===== config.mk =====
export PLATFORM = sky130hd
export DESIGN_NAME = rdl_subreg_counter
export DESIGN_NICKNAME = d
export VERILOG_FILES = /design/src/rtl/rdl_subreg_counter.sv
export SDC_FILE = /design/constraint.sdc
export NUM_CORES = 1
export LEC_CHECK = 0
export BUFFER_PORTS_ARGS = -buffer_cell sky130_fd_sc_hd__buf_2
export CAP_MARGIN = 20
export CORE_UTILIZATION = 35
export DETAILED_ROUTE_END_ITERATION = 10
export PLACE_DENSITY = 0.62
export SYNTH_ARGS = -nofsm -noshare
export SYNTH_HDL_FRONTEND = slang
export SYNTH_SLANG_ARGS = --single-unit

===== constraint.sdc =====
create_clock -name clk -period 3.8 [get_ports clk]
set_input_delay 0.19 -clock clk [delete_from_list [all_inputs] [get_ports clk]]
set_output_delay 0.19 -clock clk [all_outputs]
set_load 0.03 [all_outputs]

===== src/rtl/rdl_subreg_counter.sv =====
// Register-field counter: CPU write / read-clear, HW load, incr/decr with wrap or saturation.
// One-cycle update latency; no backpressure, every strobe is accepted on the cycle it is seen.

package rdl_subreg_pkg;
  typedef enum logic {
    OnReadNone  = 1'b0,
    OnReadClear = 1'b1
  } on_read_e;
endpackage

module rdl_subreg_counter #(
  parameter int unsigned             DW            = 8,
  parameter int unsigned             IncrW         = 1,
  parameter int unsigned             DecrW         = 1,
  parameter logic [DW-1:0]           ResetValue    = '0,
  parameter bit                      Saturate      = 1'b0,
  parameter logic [DW-1:0]           IncrSatValue  = '1,
  parameter logic [DW-1:0]           DecrSatValue  = '0,
  parameter logic [DW-1:0]           IncrThreshold = '1,
  parameter logic [DW-1:0]           DecrThreshold = '0,
  parameter rdl_subreg_pkg::on_read_e OnRead       = rdl_subreg_pkg::OnReadNone
) (
  input  logic             clk,
  input  logic             rst,
  input  logic             we,
  input  logic [DW-1:0]    wd,
  input  logic             re,
  input  logic             de,
  input  logic [DW-1:0]    d,
  input  logic             incr,
  input  logic [IncrW-1:0] incr_value,
  input  logic             decr,
  input  logic [DecrW-1:0] decr_value,
  output logic [DW-1:0]    q,
  output logic [DW-1:0]    qs,
  output logic             qe,
  output logic             overflow,
  output logic             underflow,
  output logic             incr_sat,
  output logic             decr_sat,
  output logic             incr_thr,
  output logic             decr_thr
);

  // Two guard bits: one for carry past 2^DW-1, one for sign below zero.
  localparam int unsigned SW = DW + 2;

  localparam logic signed [SW-1:0] WrapMax = $signed({2'b00, {DW{1'b1}}});
  localparam logic signed [SW-1:0] HiLim   = $signed({2'b00, IncrSatValue});
  localparam logic signed [SW-1:0] LoLim   = $signed({2'b00, DecrSatValue});
  localparam bit                   RdClr   = (OnRead == rdl_subreg_pkg::OnReadClear);

  logic [DW-1:0]        cnt_q, cnt_d;
  logic                 qe_q, qe_d;
  logic                 ovf_q, ovf_d;
  logic                 unf_q, unf_d;

  logic signed [SW-1:0] cur_s, inc_s, dec_s, sum_s;

  always_comb begin
    cur_s = $signed({2'b00, cnt_q});
    inc_s = incr ? $signed({{(SW-IncrW){1'b0}}, incr_value}) : '0;
    dec_s = decr ? $signed({{(SW-DecrW){1'b0}}, decr_value}) : '0;
    sum_s = cur_s + inc_s - dec_s;

    cnt_d = cnt_q;
    qe_d  = 1'b0;
    ovf_d = 1'b0;
    unf_d = 1'b0;

    if (we) begin
      cnt_d = wd;
      qe_d  = 1'b1;
    end else if (re && RdClr) begin
      cnt_d = '0;
      qe_d  = 1'b1;
    end else if (de) begin
      cnt_d = d;
    end else if (sum_s != cur_s) begin
      // Cancelling or zero-valued strobes fall through here untouched.
      if (Saturate) begin
        if (sum_s > HiLim) begin
          cnt_d = IncrSatValue;
          ovf_d = 1'b1;
        end else if (sum_s < LoLim) begin
          cnt_d = DecrSatValue;
          unf_d = 1'b1;
        end else begin
          cnt_d = sum_s[DW-1:0];
        end
      end else begin
        cnt_d = sum_s[DW-1:0];
        ovf_d = (sum_s > WrapMax);
        unf_d = sum_s[SW-1];
      end
    end
  end

  always_ff @(posedge clk or posedge rst) begin
    if (rst) begin
      cnt_q <= ResetValue;
      qe_q  <= 1'b0;
      ovf_q <= 1'b0;
      unf_q <= 1'b0;
    end else begin
      cnt_q <= cnt_d;
      qe_q  <= qe_d;
      ovf_q <= ovf_d;
      unf_q <= unf_d;
    end
  end

  assign q         = cnt_q;
  assign qs        = cnt_q;
  assign qe        = qe_q;
  assign overflow  = ovf_q;
  assign underflow = unf_q;

  assign incr_sat  = Saturate && (cnt_q == IncrSatValue);
  assign decr_sat  = Saturate && (cnt_q == DecrSatValue);
  assign incr_thr  = (cnt_q >= IncrThreshold);
  assign decr_thr  = (cnt_q <= DecrThreshold);

endmodule


After elaboration in Yosys (flattened, before gate mapping)
Cells that the tools add are included.
W data, S select, Z words.

word-level totals
  RAM bits = 0
  register bits after elaboration = 11
  memories = 0
  logic and storage cells = 23
  bits in latches = 0
  ROM bits = 0

cells by class
  $mul = 0
  div/mod/pow operators = 0
  $add $sub $neg = 2
  shift operators = 0
  equal/unequal tests = 1
  bitwise logic cells = 0
  multiplexer cells = 12
  magnitude comparators = 3
  reductions and logical operators = 1

operator list
  operator               count
  $mux W8                3
  $gt A10 B9 Y1 const B  1
  $ne A10 B9 Y1          1
  $sub A9 B1 Y10         1
  $add A8 B1 Y9          1
  $mux W1                9
  $ge A8 B8 Y1 const B   1
  $le A8 B1 Y1 const B   1
  $reduce_bool A3 Y1     1

Longest topological paths before layout
  word-level depth = 7
  gate-level depth with buffers = 10

Worst setup path before layout
Ideal clock, no wire load.

  path type = in2reg
  from = input port decr
  to = register ovf_q, in the netlist overflow
  arrival = 2.206 ns
  slack = 1.475 ns
  cell stages on the path = 10
  setup time = 0.120 ns
  required time = 3.680 ns
  cell sequence = and2_1 > ha_1 > inv_1 > ha_1 > fa_1 > a211o_1 > a311oi_2 > a21oi_1 > xnor2_1 > and3_1

on the way
  cells in the longest elaborated chain, start to end = 6
  elaborated cells between the ends (all ways) = 7

ends and longest elaborated chain
  element                                                line    text
  start: declaration                                     32      input logic decr,
  $mux W1 *                                              63      dec_s = decr ? $signed({{(SW-DecrW){1'b0}}, decr_value}) : '0;
  $sub A9 B1 Y10 *                                       64      sum_s = cur_s + inc_s - dec_s;
  $gt A10 B9 Y1 / $ne A10 B9 Y1 (equally long branches)  93, 79
  $mux W1 *                                              79      end else if (sum_s != cur_s) begin
  $mux W1 *                                              77      end else if (de) begin
  $mux W1 *                                              71      if (we) begin
  named net ovf_d                                        55      logic ovf_q, ovf_d;
  end signal: assignment                                 108     ovf_q <= ovf_d;
  end: declaration                                       55

The timed path passes the listed nets; every way through them passes the cells marked *.
A chain may end at the register's enable or synchronous reset.

Final worst setup path
  from = register cnt_q[0], in the netlist q[0]
  to = register ovf_q, in the netlist overflow

on the way
  cells in the longest elaborated chain, start to end = 6
  elaborated cells between the ends (all ways) = 7

ends and longest elaborated chain
  element                                                line    text
  start: declaration                                     53      logic [DW-1:0] cnt_q, cnt_d;
  start signal: assignment                               101     cnt_q <= ResetValue;
  start signal: assignment                               106     cnt_q <= cnt_d;
  $add A8 B1 Y9                                          64
  $sub A9 B1 Y10                                         64
  $gt A10 B9 Y1 / $ne A10 B9 Y1 (equally long branches)  93, 79
  $mux W1 *                                              79
  $mux W1 *                                              77
  $mux W1 *                                              71
  named net ovf_d                                        55

Marked as above.

==> summary.txt <==
Run status
  – Outcome: completed

Route
  – Initial drt markers: 27
  – Vias/cell: 4.78
  – WL final: 2170 µm
  – First-pass iteration count of the detailed router: 4
  – Remaining DRCs: 0
  – Drt wl/cell: 11.7 µm
  – Antenna-violating nets left: 0
  – DR vias: 885

Clock tree
  – CTS Buf Count: 3
  – Worst-Skew Late Latency: 260 ps
  – Clock Sink Count: 11
  – Setup bufs post-CTS: 0
  – CTS max path bufs: 2
  – Worst-path clk slew: 70 ps
  – CTS tree: done
  – Clock root buffer: clkbuf_4
  – # H-tree levels: 1

Placement
  – Dpl cells: 180
  – Placed cell area: 0.00121 mm²
  – Buffers on Ports: 44
  – Routability cong.: 0.786
  – Hpwl dp: 1750 µm

Synth
  – Post-synthesis mux area share: 1.95%
  – Yosys cell types: 34
  – Avg Inst Size Synth: 8.87 µm²
  – Post-Synth Adder-Cell Area: 21.4%
  – Mapped cell area: 0.00103 mm²
  – Synth top area share: 26.8%
  – Largest family of logic cells by synthesized area: adder cells
  – Synth Area in Compound Gates: 16.7%
  – Synthesized flop and latch total: 11
  – Post-Synth XOR/XNOR Area: 5.11%
  – Top post-synthesis cells by area: dfrtp_1 (27%), ha_1 (19%), buf_4 (7.3%)
  – Yosys top cell by area: dfrtp_1
  – Sequential element share of the synthesized area: 26.8%
  – Synth Area in Simple Gates: 13.9%
  – Mapped Cells: 116
  – Total number of yosys warnings: 0

Timing
  – Endpoints failing setup: 0
  – Skew final: 3.15 ps
  – Min Tclk post-route: 2290 ps
  – RSZ-0062 raised after global routing: no
  – Hold Vio Cnt, Final: 0
  – Final worst-path cycle share: 60.3%
  – Setup TNS: 0 ps
  – Max Freq: 436 MHz
  – Max-slew violation count: 0

Global routing
  – Busiest grt layer: met2
  – M2 GR Usage: 23.8%
  – GR met3 Demand/Resource: 1.63%
  – Met1 usage: 19.8%
  – Number of global-route vias before repair: 824
  – Initial antenna violation count: 0
  – GRT overflow: 0
  – Global-route wire length before repair: 3620 µm
  – GRT Util Overall: 14.4%
  – Largest net degree at the start of global routing: 18

Floorplan
  – Initial core utilization: 37.0%
  – Die width: 56.2 µm
  – Die area: 0.00316 mm²
  – Die H: 56.2 µm
  – Ports: 48
  – FP Rows: 19
  – Area of the core: 0.00278 mm²

Finish
  – Layout Cells excl Fill: 185
  – Synth-to-Final Area Change: 21.0%
  – Nets: 197
  – Cell area after layout: 0.00124 mm²
  – Final core occ: 44.8%
  – Commonest non-fill, non-tap cell in the layout: buf_2
  – Layout cell share with drive strength beyond 1: 33.1%
  – # diodes: 0
  – Most frequent cells in the layout: buf_2 (44), inv_1 (16), ha_1 (16)

Worst setup path
  – Worst Setup End Kind: flip-flop
  – Critical Path RT: 3960 ps
  – Crit-path slowest cell: fa_1
  – CP peak stage delay: 440 ps
  – Critical path, cell by cell: ha_1, fa_1, a211o_1, a311oi_2, a21oi_1, xnor2_1, and3_1
  – Critical path's top delay family: compound AO/OA/AOI/OAI gates
  – Worst Path Arrival: 2450 ps
  – Setup Crit Path Kind: reg2reg
  – Buf+Inv Stages, Crit Path: 0
  – Largest driver fanout on the critical path: 5
  – CP startpoint kind: flip-flop

Power and ir drop
  – Pleak: 0.687 nW
  – P per Cell Area: 478 mW/mm²
  – Max IR drop VDD: 287 µV
  – Tot Pwr: 0.595 mW

Min path
  – Worst hold-check path type: in2reg

Flow run
  – Max_cap viols: 0
[cell families (layout without fill, tap and decap cells)]
family          Yosys count  after routing
buf+inv                  28             65
mux                       2              2
other cells               1              2
simple gates             29             29
xor+xnor                  6              6
fa+ha+maj                17             17
compound gates           22             22
flops                    11             11
[cell type report]
cell class	count	area, µm²
Fill cell	280	1540
Multi-Input combinational cell	78	614
Sequential cell	11	275
Timing Repair Buffer	45	230
Inverter	16	60.1
Tap cell	31	38.8
Clock buffer	4	26.3
[worst min-delay path, stage by stage]
cell	delay (ps)
buf_2	80
nand2_1	40
o21ai_0	50
[per-layer routing]
metal  wire [µm]  part of all wire, %  up-vias
met5           0                    0        -
met4          17                 0.78        0
met3         118                  5.4        4
met2        1010                   46       36
met1        1030                   47      389
li1            -                    -      456
[stage by stage]
stage | setup WS [ps] | hold WS, ps
2_1_floorplan | 1470 | 42.4
3_3_place_gp | 1270 | 190
3_5_place_dp | 1250 | 196
4_1_cts | 1500 | 136
5_1_grt | 1370 | 141
6_report | 1510 | 134
[registers in the layout, summed over array words and instances, names as in the netlist]
register	flops
qe	1
underflow	1
overflow	1
q	8
[where the power goes]
| group | switching, mW | leakage [nW] | total [mW] | internal, mW |
|---|---|---|---|---|
| clock network | 0.0377 | 0.0150 | 0.0782 | 0.0406 |
| logic | 0.217 | 0.539 | 0.359 | 0.142 |
| registers | 0.0225 | 0.134 | 0.158 | 0.135 |
[cells in the mapped netlist (all sizes together)]
master	n
ha	16
inv	16
dfrtp	11
buf	10
nor2	10
nand2	6
a21oi	5
xnor2	5
nor2b	4
o21ai	4
a222oi	2
a22oi	2
clkbuf	2
mux2i	2
nand3	2
nand3b	2
a211o	1
a211oi	1
a21o	1
a221o	1
a221oi	1
a311oi	1
and2	1
and3	1
conb	1
fa	1
nand2b	1
nand4	1
nor3	1
o21ba	1
o31ai	1
o41ai	1
xor2	1
[worst paths after layout]
check | from | end | slack, ps | cells after the start
worst max-delay path | q[0]$_DFFE_PP0P_ | overflow$_DFF_PP0_ | 1510 | 7
worst min register to register | q[7]$_DFFE_PP0P_ | overflow$_DFF_PP0_ | 740 | 2
max in group asynchronous | rst | q[1]$_DFFE_PP0P_ | 3070 | 3
worst max register to register | q[0]$_DFFE_PP0P_ | overflow$_DFF_PP0_ | 1510 | 7
min in group asynchronous | rst | qe$_DFF_PP0_ | 450 | 3
worst min-delay path | wd[0] | q[0]$_DFFE_PP0P_ | 130 | 3
[repair_timing]
action	4_1_cts	5_1_grt
hold buffers	1	0
endpoints found under the hold margin	11	0
resized for setup	0	0
(Power assumes the default switching activity.)
